`src/rtl/ifu_axi_fetch_if.sv`:
```
// Bundle between the fetch stage and its neighbours: PC redirect feedback, the
// stage handshake toward decode, and the AXI4-Lite master channels.
interface ifu_axi_fetch_if #(
    parameter int unsigned ADDR_WIDTH = 32,
    parameter int unsigned DATA_WIDTH = 32
);
    logic                    redir_valid;
    logic [ADDR_WIDTH-1:0]   redir_target;

    logic                    out_valid;
    logic                    out_ready;
    logic [ADDR_WIDTH-1:0]   out_pc;
    logic [DATA_WIDTH-1:0]   out_inst;
    logic                    out_fault;

    logic [ADDR_WIDTH-1:0]   m_araddr;
    logic                    m_arvalid;
    logic                    m_arready;
    logic [DATA_WIDTH-1:0]   m_rdata;
    logic [1:0]              m_rresp;
    logic                    m_rvalid;
    logic                    m_rready;

    logic [ADDR_WIDTH-1:0]   m_awaddr;
    logic                    m_awvalid;
    logic [DATA_WIDTH-1:0]   m_wdata;
    logic [DATA_WIDTH/8-1:0] m_wstrb;
    logic                    m_wvalid;
    logic                    m_bready;

    modport master (
        input  redir_valid, redir_target, out_ready,
        input  m_arready, m_rdata, m_rresp, m_rvalid,
        output out_valid, out_pc, out_inst, out_fault,
        output m_araddr, m_arvalid, m_rready,
        output m_awaddr, m_awvalid, m_wdata, m_wstrb, m_wvalid, m_bready
    );

    modport slave (
        output redir_valid, redir_target, out_ready,
        output m_arready, m_rdata, m_rresp, m_rvalid,
        input  out_valid, out_pc, out_inst, out_fault,
        input  m_araddr, m_arvalid, m_rready,
        input  m_awaddr, m_awvalid, m_wdata, m_wstrb, m_wvalid, m_bready
    );
endinterface

```
`src/rtl/ifu_axi_fetch.sv`:
```
// Instruction fetch: one outstanding AXI4-Lite read, redirect with wrong-path drop.
// Define IFU_PERF_CNT_EN to add the fetch/stall performance counters.
module ifu_axi_fetch #(
    parameter int unsigned            ADDR_WIDTH = 32,
    parameter int unsigned            DATA_WIDTH = 32,
    parameter logic [ADDR_WIDTH-1:0]  RESET_PC   = 32'h8000_0000
) (
    input  logic clk,
    input  logic rst_n,
`ifdef IFU_PERF_CNT_EN
    output logic [31:0] perf_fetch_cnt,
    output logic [31:0] perf_stall_cnt,
`endif
    ifu_axi_fetch_if.master bus
);

    typedef enum logic [1:0] {StIdle, StReq, StResp, StOut} state_e;

    state_e                state_q, state_d;
    logic [ADDR_WIDTH-1:0] pc_q, pc_d;
    logic [ADDR_WIDTH-1:0] araddr_q, araddr_d;
    logic                  drop_q, drop_d;
    logic [DATA_WIDTH-1:0] inst_q, inst_d;
    logic                  fault_q, fault_d;

    logic ar_fire, r_fire, out_fire, redir;

    assign redir    = bus.redir_valid;
    assign ar_fire  = bus.m_arvalid & bus.m_arready;
    assign r_fire   = bus.m_rvalid & bus.m_rready;
    assign out_fire = bus.out_valid & bus.out_ready;

    always_ff @(posedge clk or negedge rst_n) begin
        if (!rst_n) begin
            state_q  <= StIdle;
            pc_q     <= RESET_PC;
            araddr_q <= RESET_PC;
            drop_q   <= 1'b0;
            inst_q   <= '0;
            fault_q  <= 1'b0;
        end else begin
            state_q  <= state_d;
            pc_q     <= pc_d;
            araddr_q <= araddr_d;
            drop_q   <= drop_d;
            inst_q   <= inst_d;
            fault_q  <= fault_d;
        end
    end

    always_comb begin
        state_d = state_q;
        pc_d    = pc_q;
        drop_d  = drop_q;
        inst_d  = inst_q;
        fault_d = fault_q;

        // Redirect always wins over the sequential pc+4 step.
        if (redir) pc_d = bus.redir_target;

        unique case (state_q)
            StIdle: state_d = StReq;
            StReq: begin
                // Address already on the bus must complete; mark its response as wrong-path.
                if (redir)   drop_d  = 1'b1;
                if (ar_fire) state_d = StResp;
            end
            StResp: begin
                if (r_fire) begin
                    if (drop_q || redir) begin
                        drop_d  = 1'b0;
                        state_d = StReq;
                    end else begin
                        inst_d  = bus.m_rdata;
                        fault_d = (bus.m_rresp != 2'b00);
                        state_d = StOut;
                    end
                end else if (redir) begin
                    drop_d = 1'b1;
                end
            end
            StOut: begin
                if (redir) begin
                    state_d = StReq;
                end else if (out_fire) begin
                    pc_d    = pc_q + ADDR_WIDTH'(4);
                    state_d = StReq;
                end
            end
            default: state_d = StIdle;
        endcase

        // Capture the request address only on entry so it stays stable while arready is low.
        araddr_d = araddr_q;
        if (state_d == StReq && state_q != StReq) araddr_d = pc_d;
    end

    assign bus.m_arvalid = (state_q == StReq);
    assign bus.m_araddr  = araddr_q;
    assign bus.m_rready  = (state_q == StResp);

    assign bus.out_valid = (state_q == StOut) & ~redir;
    assign bus.out_pc    = pc_q;
    assign bus.out_inst  = inst_q;
    assign bus.out_fault = fault_q;

    assign bus.m_awaddr  = '0;
    assign bus.m_awvalid = 1'b0;
    assign bus.m_wdata   = '0;
    assign bus.m_wstrb   = '0;
    assign bus.m_wvalid  = 1'b0;
    assign bus.m_bready  = 1'b1;

`ifdef IFU_PERF_CNT_EN
    always_ff @(posedge clk or negedge rst_n) begin
        if (!rst_n) begin
            perf_fetch_cnt <= '0;
            perf_stall_cnt <= '0;
        end else begin
            if (out_fire)                         perf_fetch_cnt <= perf_fetch_cnt + 32'd1;
            if (bus.out_valid && !bus.out_ready)  perf_stall_cnt <= perf_stall_cnt + 32'd1;
        end
    end
`endif

endmodule

```
`src/flat_wrapper.sv`:
```
// flat-port wrapper written by rule: the top's interface ports become plain ports
module ifu_axi_fetch_flat 
#(
    parameter int unsigned            ADDR_WIDTH = 32,
    parameter int unsigned            DATA_WIDTH = 32,
    parameter logic [ADDR_WIDTH-1:0]  RESET_PC   = 32'h8000_0000
)
  (clk, rst_n, bus_redir_valid, bus_redir_target, bus_out_ready, bus_m_arready, bus_m_rdata, bus_m_rresp, bus_m_rvalid, bus_out_valid, bus_out_pc, bus_out_inst, bus_out_fault, bus_m_araddr, bus_m_arvalid, bus_m_rready, bus_m_awaddr, bus_m_awvalid, bus_m_wdata, bus_m_wstrb, bus_m_wvalid, bus_m_bready);
  ifu_axi_fetch_if #(.ADDR_WIDTH(ADDR_WIDTH), .DATA_WIDTH(DATA_WIDTH)) bus_i ();
  input  logic clk;
  input  logic rst_n;
  input wire logic [$bits(bus_i.redir_valid)-1:0] bus_redir_valid;
  input wire logic [$bits(bus_i.redir_target)-1:0] bus_redir_target;
  input wire logic [$bits(bus_i.out_ready)-1:0] bus_out_ready;
  input wire logic [$bits(bus_i.m_arready)-1:0] bus_m_arready;
  input wire logic [$bits(bus_i.m_rdata)-1:0] bus_m_rdata;
  input wire logic [$bits(bus_i.m_rresp)-1:0] bus_m_rresp;
  input wire logic [$bits(bus_i.m_rvalid)-1:0] bus_m_rvalid;
  output wire logic [$bits(bus_i.out_valid)-1:0] bus_out_valid;
  output wire logic [$bits(bus_i.out_pc)-1:0] bus_out_pc;
  output wire logic [$bits(bus_i.out_inst)-1:0] bus_out_inst;
  output wire logic [$bits(bus_i.out_fault)-1:0] bus_out_fault;
  output wire logic [$bits(bus_i.m_araddr)-1:0] bus_m_araddr;
  output wire logic [$bits(bus_i.m_arvalid)-1:0] bus_m_arvalid;
  output wire logic [$bits(bus_i.m_rready)-1:0] bus_m_rready;
  output wire logic [$bits(bus_i.m_awaddr)-1:0] bus_m_awaddr;
  output wire logic [$bits(bus_i.m_awvalid)-1:0] bus_m_awvalid;
  output wire logic [$bits(bus_i.m_wdata)-1:0] bus_m_wdata;
  output wire logic [$bits(bus_i.m_wstrb)-1:0] bus_m_wstrb;
  output wire logic [$bits(bus_i.m_wvalid)-1:0] bus_m_wvalid;
  output wire logic [$bits(bus_i.m_bready)-1:0] bus_m_bready;
  assign bus_i.redir_valid = bus_redir_valid;
  assign bus_i.redir_target = bus_redir_target;
  assign bus_i.out_ready = bus_out_ready;
  assign bus_i.m_arready = bus_m_arready;
  assign bus_i.m_rdata = bus_m_rdata;
  assign bus_i.m_rresp = bus_m_rresp;
  assign bus_i.m_rvalid = bus_m_rvalid;
  assign bus_out_valid = bus_i.out_valid;
  assign bus_out_pc = bus_i.out_pc;
  assign bus_out_inst = bus_i.out_inst;
  assign bus_out_fault = bus_i.out_fault;
  assign bus_m_araddr = bus_i.m_araddr;
  assign bus_m_arvalid = bus_i.m_arvalid;
  assign bus_m_rready = bus_i.m_rready;
  assign bus_m_awaddr = bus_i.m_awaddr;
  assign bus_m_awvalid = bus_i.m_awvalid;
  assign bus_m_wdata = bus_i.m_wdata;
  assign bus_m_wstrb = bus_i.m_wstrb;
  assign bus_m_wvalid = bus_i.m_wvalid;
  assign bus_m_bready = bus_i.m_bready;
  ifu_axi_fetch #(.ADDR_WIDTH(ADDR_WIDTH), .DATA_WIDTH(DATA_WIDTH), .RESET_PC(RESET_PC)) u_core (.clk(clk), .rst_n(rst_n), .bus(bus_i));
endmodule
```
`config.mk`:
```
export PLATFORM = sky130hd
export DESIGN_NAME = ifu_axi_fetch_flat
export DESIGN_NICKNAME = d
export VERILOG_FILES = /design/src/rtl/ifu_axi_fetch_if.sv /design/src/rtl/ifu_axi_fetch.sv /design/src/flat_wrapper.sv
export SDC_FILE = /design/constraint.sdc
export NUM_CORES = 1
export LEC_CHECK = 0
export ABC_AREA = 1
export CAP_MARGIN = 20
export CORE_ASPECT_RATIO = 0.6
export CORE_MARGIN = 2
export CORE_UTILIZATION = 46
export DETAILED_ROUTE_END_ITERATION = 7
export PLACE_DENSITY = 0.87
export RECOVER_POWER = 50
export SLEW_MARGIN = 15
export SYNTH_ARGS = -nofsm -noshare
export SYNTH_HDL_FRONTEND = slang
export SYNTH_SLANG_ARGS = --single-unit
```
`constraint.sdc`:
```
create_clock -name clk -period 3.66 [get_ports clk]
set_clock_uncertainty 0.2 [all_clocks]
set_input_delay 0.732 -clock clk [delete_from_list [all_inputs] [get_ports clk]]
set_output_delay 0.732 -clock clk [all_outputs]
set_load 0.1 [all_outputs]
```
==> run metrics <==
DR pass1 iterations=6; setup TNS=0 ps; cell family with most CP delay=buffers and inverters; DR vias=5172; Detail Route Antenna Nets=0; fraction of registers with async set/reset=1.00; CTS resizes=0; largest net degree at the start of global routing=48; Critical Path Max Stage Delay=1140 ps; Die W=146 um; max-capacitance violation count=0; post-synth top area share=0.442; Setup violations, final=0; chip height=89.0 um; First DRT Iteration DRCs=377; Worst Setup SP=u_core.bus.out_inst[6]; EDFF count, synth=0; WP buf/inv=1; # rows=31; Final Hold Viols=0; Max stage delay cell, worst path=clkdlybuf4s50_1; Syn Inst Count=758; DIE AREA=13000 um2; worst-path fanout max=2; WS Path Type=flop to primary output; crit end category=primary output; Detailed Place HPWL=11.6 mm; fin crit share=0.765; synthesized area=5550 um2; crit path DAT=1870 ps; Hold Crit Class=input port to async pin; CTS Sinks=100; I/O pins=243; CTS Buf Count=9; initial antenna violation count=0; Core Region=11900 um2; final WL=15.2 mm; fin crit period=2800 ps; Cell Chain, Critical Path=clkdlybuf4s50_1; buffers added on ports=171; H-Tree Depth=3; CTS Root Cell=clkbuf_16; # diodes=0; Critical Path RT=2730 ps; Startpoint Class=flop; synth top area cells=dfrtp_1 (44%), nand2_1 (24%), buf_4 (9.7%); status=finished clean; Final GP Congestion=0.994; CTS tree=built; vias per inst=4.74; total global-route track usage=0.234; register bit total from synthesis=100; Clk Latency, worst-skew pair=350 ps; RSZ-0062 raised after global routing=no; hold_ws=200 ps; worst slew pin tran=1240 ps; max-slew violation count=0; Starting Density=0.466; Inst Count DP=1076; Worst R2R Start=u_core.state_q[1]; hold buffer count at cts=0; drt drc=0; syn avg cell area=7.32 um2; main flop type after synthesis=dfrtp_1; post-CTS setup buffers=0; most frequent cell after synthesis=nand2_1; Reg clk slew, reported paths=70 ps; first-pass GRT wire length=24.0 mm; cell taking the most area after synthesis=dfrtp_1; Slew HR=0.179; Commonest cells post-synth=nand2_1 (351), dfrtp_1 (98), buf_4 (72); layout cell share with drive strength beyond 1=0.0766; Overflow after GRT=0; post-DR wirelength/cell=13.9 um; Core Util, Final=0.597; clock buffer depth=2; Synth warnings=0; synth unique cells=31; post-synthesis sequential area ratio=0.452; Syn-to-layout area delta=28.1%; Max Freq=357 MHz; vias in the first global route=4745; nets@finish=995; non-filler cells, final=1092
[registers in the layout (all words and copies together), names as in the netlist]
| name | flops |
|---|---|
| u_core.bus.m_araddr | 32 |
| u_core.drop_q | 1 |
| u_core.bus.out_fault | 1 |
| u_core.bus.out_pc | 32 |
| u_core.state_q | 2 |
| u_core.bus.out_inst | 32 |
[cell families after synthesis]
group / after synthesis / synth area share
XOR/XNOR: 7 / 0.0111
other: 2 / 0.00135
flip-flops: 100 / 0.452
AO/OA/AOI/OAI: 57 / 0.0616
buffers and inverters: 140 / 0.148
adder cells (fa/ha/maj): 1 / 0.00226
AND/OR/NAND/NOR: 451 / 0.324
[per-layer routing]
layer | routed length, um | up-vias | global-route usage
met1 | 7030 | 2396 | 0.330
met2 | 6500 | 236 | 0.346
met5 | 0 | - | 0
met3 | 1520 | 19 | 0.0811
li1 | - | 2521 | -
met4 | 174 | 0 | 0.0588
[per-stage QoR]
| step | instance area [um2] | setup slack (ps) |
|---|---|---|
| 6_report | 7100 | 859 |
| 5_1_grt | 7100 | 759 |
| 4_1_cts | 7280 | 847 |
| 3_5_place_dp | 6970 | 681 |
| 3_3_place_gp | 6970 | 770 |
| 2_1_floorplan | 5800 | 1190 |
[path summary, 6_finish.rpt]
kind	slack, ps	endpoint	cells past startpoint
worst max-delay path	860	bus_out_inst[6]	1
worst min-delay path	200	u_core.bus.m_araddr[24]	1
worst max register to register	1370	u_core.bus.out_inst[1]	9
worst min register to register	270	u_core.bus.out_inst[26]	2
max in group asynchronous	1800	u_core.bus.out_pc[21]	2
min in group clk	270	u_core.bus.out_inst[26]	2
[cell type report]
class	instances	area (um2)
Inverter	45	169
Timing Repair Buffer	179	1450
Clock buffer	9	225
Multi-Input combinational cell	587	2460
Clock inverter	7	82.6
Fill cell	1150	4800
Tap cell	165	206
Sequential cell	100	2500
[placed cells by master (no fill, tap or decap), types with 3 or more instances in the layout]
cell	n
inv_1	36
nor2_4	4
clkbuf_1	44
clkbuf_16	9
nand2_1	351
xor2_1	6
a21oi_1	3
nor2_1	57
clkdlybuf4s50_1	97
conb_1	71
o21ai_0	27
o21a_1	3
o211ai_1	13
dfrtp_1	98
nand3_1	28
o21ai_1	6
and2_1	3
inv_2	9
buf_4	34
Power is left out: the tool's default activity adds up to more than one toggle a clock period on the data nets, which glitch-free logic cannot reach.
